## config.mk

```make
export PLATFORM = sky130hd
export DESIGN_NAME = count_dir_decoder
export DESIGN_NICKNAME = d
export VERILOG_FILES = /design/src/rtl/counter_pkg.sv /design/src/rtl/step_classify.sv /design/src/rtl/count_dir_decoder.sv
export SDC_FILE = /design/constraint.sdc
export NUM_CORES = 1
export LEC_CHECK = 0
export ABC_AREA = 1
export BUFFER_PORTS_ARGS = -buffer_cell sky130_fd_sc_hd__buf_2
export CORE_UTILIZATION = 56
export DETAILED_ROUTE_END_ITERATION = 7
export PLACE_DENSITY = 0.79
export REMOVE_ABC_BUFFERS = 1
export SYNTH_ARGS = -nofsm -noshare
export SYNTH_HDL_FRONTEND = slang
export SYNTH_HIERARCHICAL = 1
export SYNTH_SLANG_ARGS = --single-unit
```

## constraint.sdc

```tcl
create_clock -name clk -period 2.75 [get_ports clk]
set_clock_uncertainty 0.1 [all_clocks]
set_input_delay 0.275 -clock clk [delete_from_list [all_inputs] [get_ports clk]]
set_output_delay 0.275 -clock clk [all_outputs]
set_load 0.005 [all_outputs]
```

## src/rtl/counter_pkg.sv

```systemverilog
// Shared types for the up/down count direction decoder: FSM states,
// step classes and the default observed-count width.
package counter_pkg;

  localparam int DEFAULT_WIDTH = 4;

  typedef enum logic [1:0] {
    IDLE,
    PRIMED,
    UP,
    DN
  } state_t;

  typedef enum logic [1:0] {
    STEP_UP,
    STEP_DN,
    STEP_BAD
  } step_t;

endpackage

```

## src/rtl/step_classify.sv

```systemverilog
// Combinational classification of one counter step (prev -> count) as
// up, down or illegal, plus detection of the wrap-around steps.
module step_classify
  import counter_pkg::*;
#(
  parameter int WIDTH = DEFAULT_WIDTH
) (
  input  logic [WIDTH-1:0] prev,
  input  logic [WIDTH-1:0] count,
  output step_t            step_class,
  output logic             wrap_up,
  output logic             wrap_dn
);

  localparam logic [WIDTH-1:0] MAX_VAL = '1;
  localparam logic [WIDTH-1:0] ONE     = WIDTH'(1);

  logic [WIDTH-1:0] delta;

  always_comb begin
    // Modular difference: +1 is an up step, all-ones (-1) a down step.
    delta = count - prev;
    if (delta == ONE) begin
      step_class = STEP_UP;
    end else if (delta == MAX_VAL) begin
      step_class = STEP_DN;
    end else begin
      step_class = STEP_BAD;
    end
    wrap_up = (step_class == STEP_UP) && (prev == MAX_VAL) && (count == '0);
    wrap_dn = (step_class == STEP_DN) && (prev == '0) && (count == MAX_VAL);
  end

endmodule

```

## src/rtl/count_dir_decoder.sv

```systemverilog
// Recovers the direction of an observed up/down counter, flags illegal
// steps and wraps, and keeps saturating run-length / reversal statistics.
module count_dir_decoder
  import counter_pkg::*;
#(
  parameter int WIDTH = DEFAULT_WIDTH,
  parameter int SAT_W = 8
) (
  input  logic             clk,
  input  logic             rst,
  input  logic [WIDTH-1:0] count,
  input  logic             count_vld,
  input  logic             clr,
  output logic             up_dnb,
  output logic             dir_vld,
  output logic             step_err,
  output logic             wrap_up,
  output logic             wrap_dn,
  output logic [SAT_W-1:0] run_len,
  output logic [SAT_W-1:0] rev_cnt
);

  localparam logic [SAT_W-1:0] RUN_ONE = SAT_W'(1);

  state_t           state_reg;
  logic [WIDTH-1:0] prev_reg;
  step_t            step_class;
  logic             step_wrap_up;
  logic             step_wrap_dn;

  step_classify #(
    .WIDTH(WIDTH)
  ) u_step_classify (
    .prev      (prev_reg),
    .count     (count),
    .step_class(step_class),
    .wrap_up   (step_wrap_up),
    .wrap_dn   (step_wrap_dn)
  );

  function automatic logic [SAT_W-1:0] sat_inc(input logic [SAT_W-1:0] v);
    return (v == '1) ? v : v + RUN_ONE;
  endfunction

  always_ff @(posedge clk or posedge rst) begin
    if (rst) begin
      state_reg <= IDLE;
      prev_reg  <= '0;
      up_dnb    <= 1'b0;
      dir_vld   <= 1'b0;
      step_err  <= 1'b0;
      wrap_up   <= 1'b0;
      wrap_dn   <= 1'b0;
      run_len   <= '0;
      rev_cnt   <= '0;
    end else begin
      step_err <= 1'b0;
      wrap_up  <= 1'b0;
      wrap_dn  <= 1'b0;
      if (clr) begin
        // Clear wins over a coincident sample, which is dropped.
        state_reg <= IDLE;
        prev_reg  <= '0;
        up_dnb    <= 1'b0;
        dir_vld   <= 1'b0;
        run_len   <= '0;
        rev_cnt   <= '0;
      end else if (count_vld) begin
        prev_reg <= count;
        if (state_reg == IDLE) begin
          state_reg <= PRIMED;
        end else begin
          wrap_up <= step_wrap_up;
          wrap_dn <= step_wrap_dn;
          case (step_class)
            STEP_UP: begin
              state_reg <= UP;
              up_dnb    <= 1'b1;
              dir_vld   <= 1'b1;
              run_len   <= (state_reg == UP) ? sat_inc(run_len) : RUN_ONE;
              if (state_reg == DN) rev_cnt <= sat_inc(rev_cnt);
            end
            STEP_DN: begin
              state_reg <= DN;
              up_dnb    <= 1'b0;
              dir_vld   <= 1'b1;
              run_len   <= (state_reg == DN) ? sat_inc(run_len) : RUN_ONE;
              if (state_reg == UP) rev_cnt <= sat_inc(rev_cnt);
            end
            default: begin
              // up_dnb keeps its last value while re-priming.
              state_reg <= PRIMED;
              dir_vld   <= 1'b0;
              step_err  <= 1'b1;
              run_len   <= '0;
            end
          endcase
        end
      end
    end
  end

endmodule

```

==> out/results.txt <==
layout cells sized above 1: 23.4%
pin count of the biggest net entering global routing: 28
DR vias: 1,613
Critical Path RT: 2.89 ns
cell taking the most area after synthesis: dfrtp_1
clk buf depth: 2
Net Sw Power: 0.000224 W
largest family of logic cells by synthesized area: simple AND/OR/NAND/NOR gates
1st-iter DRT viols: 105
clock sinks: 27
vias per cell: 5.12
failing checks: design-rule violations
Area Overhead vs Synth: 12.8%
Flop pwr share: 57.0%
Final Hold Vio Count: 0
Die X-Extent: 58.1 um
vias in the first global route: 1,344
die area: 3370 um2
hpwl dp: 2.69 mm
Slew Limit Fails: 0
sequential area share after synthesis: 38.4%
Port Buf Inserts: 28
crit share post-route: 95.1%
clock network power share: 24.8%
I/O pins: 29
combinational share of power: 18.2%
Worst Tran Pin Value: 1.04 ns
Syn Area/Cell: 7.24 um2
grt total ovfl: 0
antenna violations before repair: 0
Crit. End Element: register
Root Driver: clkbuf_4
WL final: 3.68 mm
WP data arrival: 2.76 ns
wire length per cell: 11.7 um
Yosys cell types: 29
Core Region: 2880 um2
TritonCTS clock tree: built
Critical Path Source Type: register
Setup Viol. Count Final: 0
Synth Area in XOR/XNOR: 2.99%
max-cap violations: 0
portion of netlist area occupied by mux cells: 0%
post-synthesis compound-gate area fraction: 3.70%
switch share: 30.9%
final net count: 288
Max IR drop VDD: 0.000204 V
Clock transition at path regs: 0.15 ns
clock insertion delay at the later pin of the skew report: 0.34 ns
Mapped Cells: 243
standard-cell rows: 19
post-synthesis adder-cell area fraction: 4.69%
CTS buffer count: 3
synth warn: 6
Int Power: 0.000501 W
Die Span Y: 58.1 um
drt first pass iters: 7
final hold slack: 0.0622 ns
Crit Path Max Fanout: 5
post-synthesis simple-gate area fraction: 42.1%
Finished Layout Cells: 315
ANT nets after route: 0
fin crit period: 2.62 ns
Synth top area share: 38.4%
Setup CP Type: register to register
pwr/cell area: 365 nW/um2
Area contributors post-synth: dfrtp_1, nand2_1, nand3_1
fmax: 382 MHz
synthesized area: 1760 um2
# diodes: 0
total global-route track usage: 22.8%
HP Class: primary input to asynchronous set/reset pin
Cells after DPL: 310
Leak Pwr: 1.06 nW
Seq cells post-synth: 27
Post-CTS Setup Inserts: 0
# DRC: 4
htree depth: 1
Initial Utilization: 61.2%
Slew Limit Headroom: 30.4%
status: finished with violations
first-pass GRT wire length: 5.87 mm
Placer Congestion: 0.861
[metrics by stage]
stage | cell area (um2) | worst slack, ns | setup TNS, ns | total power (W) | util (%)
2_1_floorplan | 1740 | 0.270 | 0 | 0.000510 | -
3_3_place_gp | 1930 | 0.0993 | 0 | 0.000542 | 67.2
3_5_place_dp | 1930 | 0.0311 | 0 | 0.000545 | 67.2
4_1_cts | 1960 | 0.0399 | 0 | 0.000724 | 68.1
5_1_grt | 1990 | -0.00289 | -0.00576 | 0.000761 | 69.0
6_report | 1990 | 0.134 | 0 | 0.000725 | 69.0
[cell type report]
type | instances | area [um2]
multi-input cells | 182 | 967
clock buffers | 3 | 22.5
fillers | 271 | 891
clock inverters | 1 | 5.00
flip-flops and latches | 27 | 676
well taps | 42 | 52.6
inverters | 32 | 123
repair buffers | 28 | 140
[worst max-delay path, cell delays in order, from the launching register on]
cell and delay [ns]:
dfrtp_1 0.44, ha_1 0.18, inv_1 0.08, fa_1 0.43
or2_1 0.24, nor2_2 0.14, nand3_2 0.09, nand2_1 0.07
inv_1 0.07, clkinv_1 0.08, nand2_2 0.08, o21ai_2 0.16
nor2_4 0.06, nand2_4 0.09, nand2_4 0.07, nand2_1 0.09
nand2_1 0.05
[layer usage]
layer / global-route usage [%] / wire length (um)
met1: 33.0 / 1800
met4: 9.18 / 54
met3: 2.68 / 152
met5: 0 / 0
met2: 34.8 / 1670
[power groups by stage]
stage | combinational, W | sequential, W | clock (W)
2_1_floorplan | 0.0000901 | 0.000420 | 0
3_3_place_gp | 0.000122 | 0.000420 | 0
3_5_place_dp | 0.000124 | 0.000421 | 0
4_1_cts | 0.000125 | 0.000413 | 0.000186
5_1_grt | 0.000147 | 0.000414 | 0.000200
6_report | 0.000132 | 0.000413 | 0.000180
[synth_stat cells]
| library cell | instances |
|---|---|
| inv_2 | 6 |
| ha_1 | 5 |
| inv_4 | 1 |
| nor2_4 | 2 |
| o22ai_1 | 1 |
| fa_1 | 1 |
| xnor2_1 | 2 |
| buf_2 | 2 |
| nor3b_1 | 1 |
| nor2_2 | 5 |
| clkinv_1 | 1 |
| nand2_2 | 3 |
| nand4_1 | 4 |
| nand3_2 | 3 |
| buf_6 | 1 |
| or2_1 | 1 |
| nor2_1 | 27 |
| o21ai_0 | 5 |
| nor3_2 | 1 |
| nand2_1 | 70 |
| xor2_1 | 4 |
| nor3_1 | 6 |
| inv_1 | 24 |
| o21ai_1 | 2 |
| a21oi_2 | 1 |
| dfrtp_1 | 27 |
| nand3_1 | 30 |
| a21oi_1 | 3 |
| nand2_4 | 4 |
[what timing repair did]
action,4_1_cts,5_1_grt
hold buffers,0,0
setup endpoints to repair,0,14
resized for setup,0,6
[kinds of logic after synthesis]
logic type	after synthesis
and+or+nand+nor	157
adders and majority gates	6
buffers and inverters	35
xor gates and xnor gates	6
DFF	27
AOI/OAI and AO/OA	12
[final timing paths]
check / start / end / slack [ns] / depth (start not counted)
hold reg to reg: dir_vld$_DFFE_PP0P_ / dir_vld$_DFFE_PP0P_ / 0.40 / 2
max in group asynchronous: rst / run_len[3]$_DFFE_PP0P_ / 1.86 / 2
setup / recovery: prev_reg[0]$_DFFE_PP0P_ / rev_cnt[5]$_DFFE_PP0P_ / 0.13 / 16
setup reg to reg: prev_reg[0]$_DFFE_PP0P_ / rev_cnt[5]$_DFFE_PP0P_ / 0.13 / 16
min in group clk: count[0] / prev_reg[0]$_DFFE_PP0P_ / 0.08 / 3
hold / removal: rst / rev_cnt[4]$_DFFE_PP0P_ / 0.06 / 2
[placed cells by master, fill, tap and decap left out, drive strengths merged]
cell type,n
a21oi,4
buf,28
clkbuf,3
clkinv,2
dfrtp,27
fa,1
ha,5
inv,31
nand2,78
nand3,33
nand4,4
nor2,34
nor3,7
nor3b,1
o21ai,7
o22ai,1
or2,1
xnor2,2
xor2,4
Note: power is estimated with default switching activity, not from simulation.
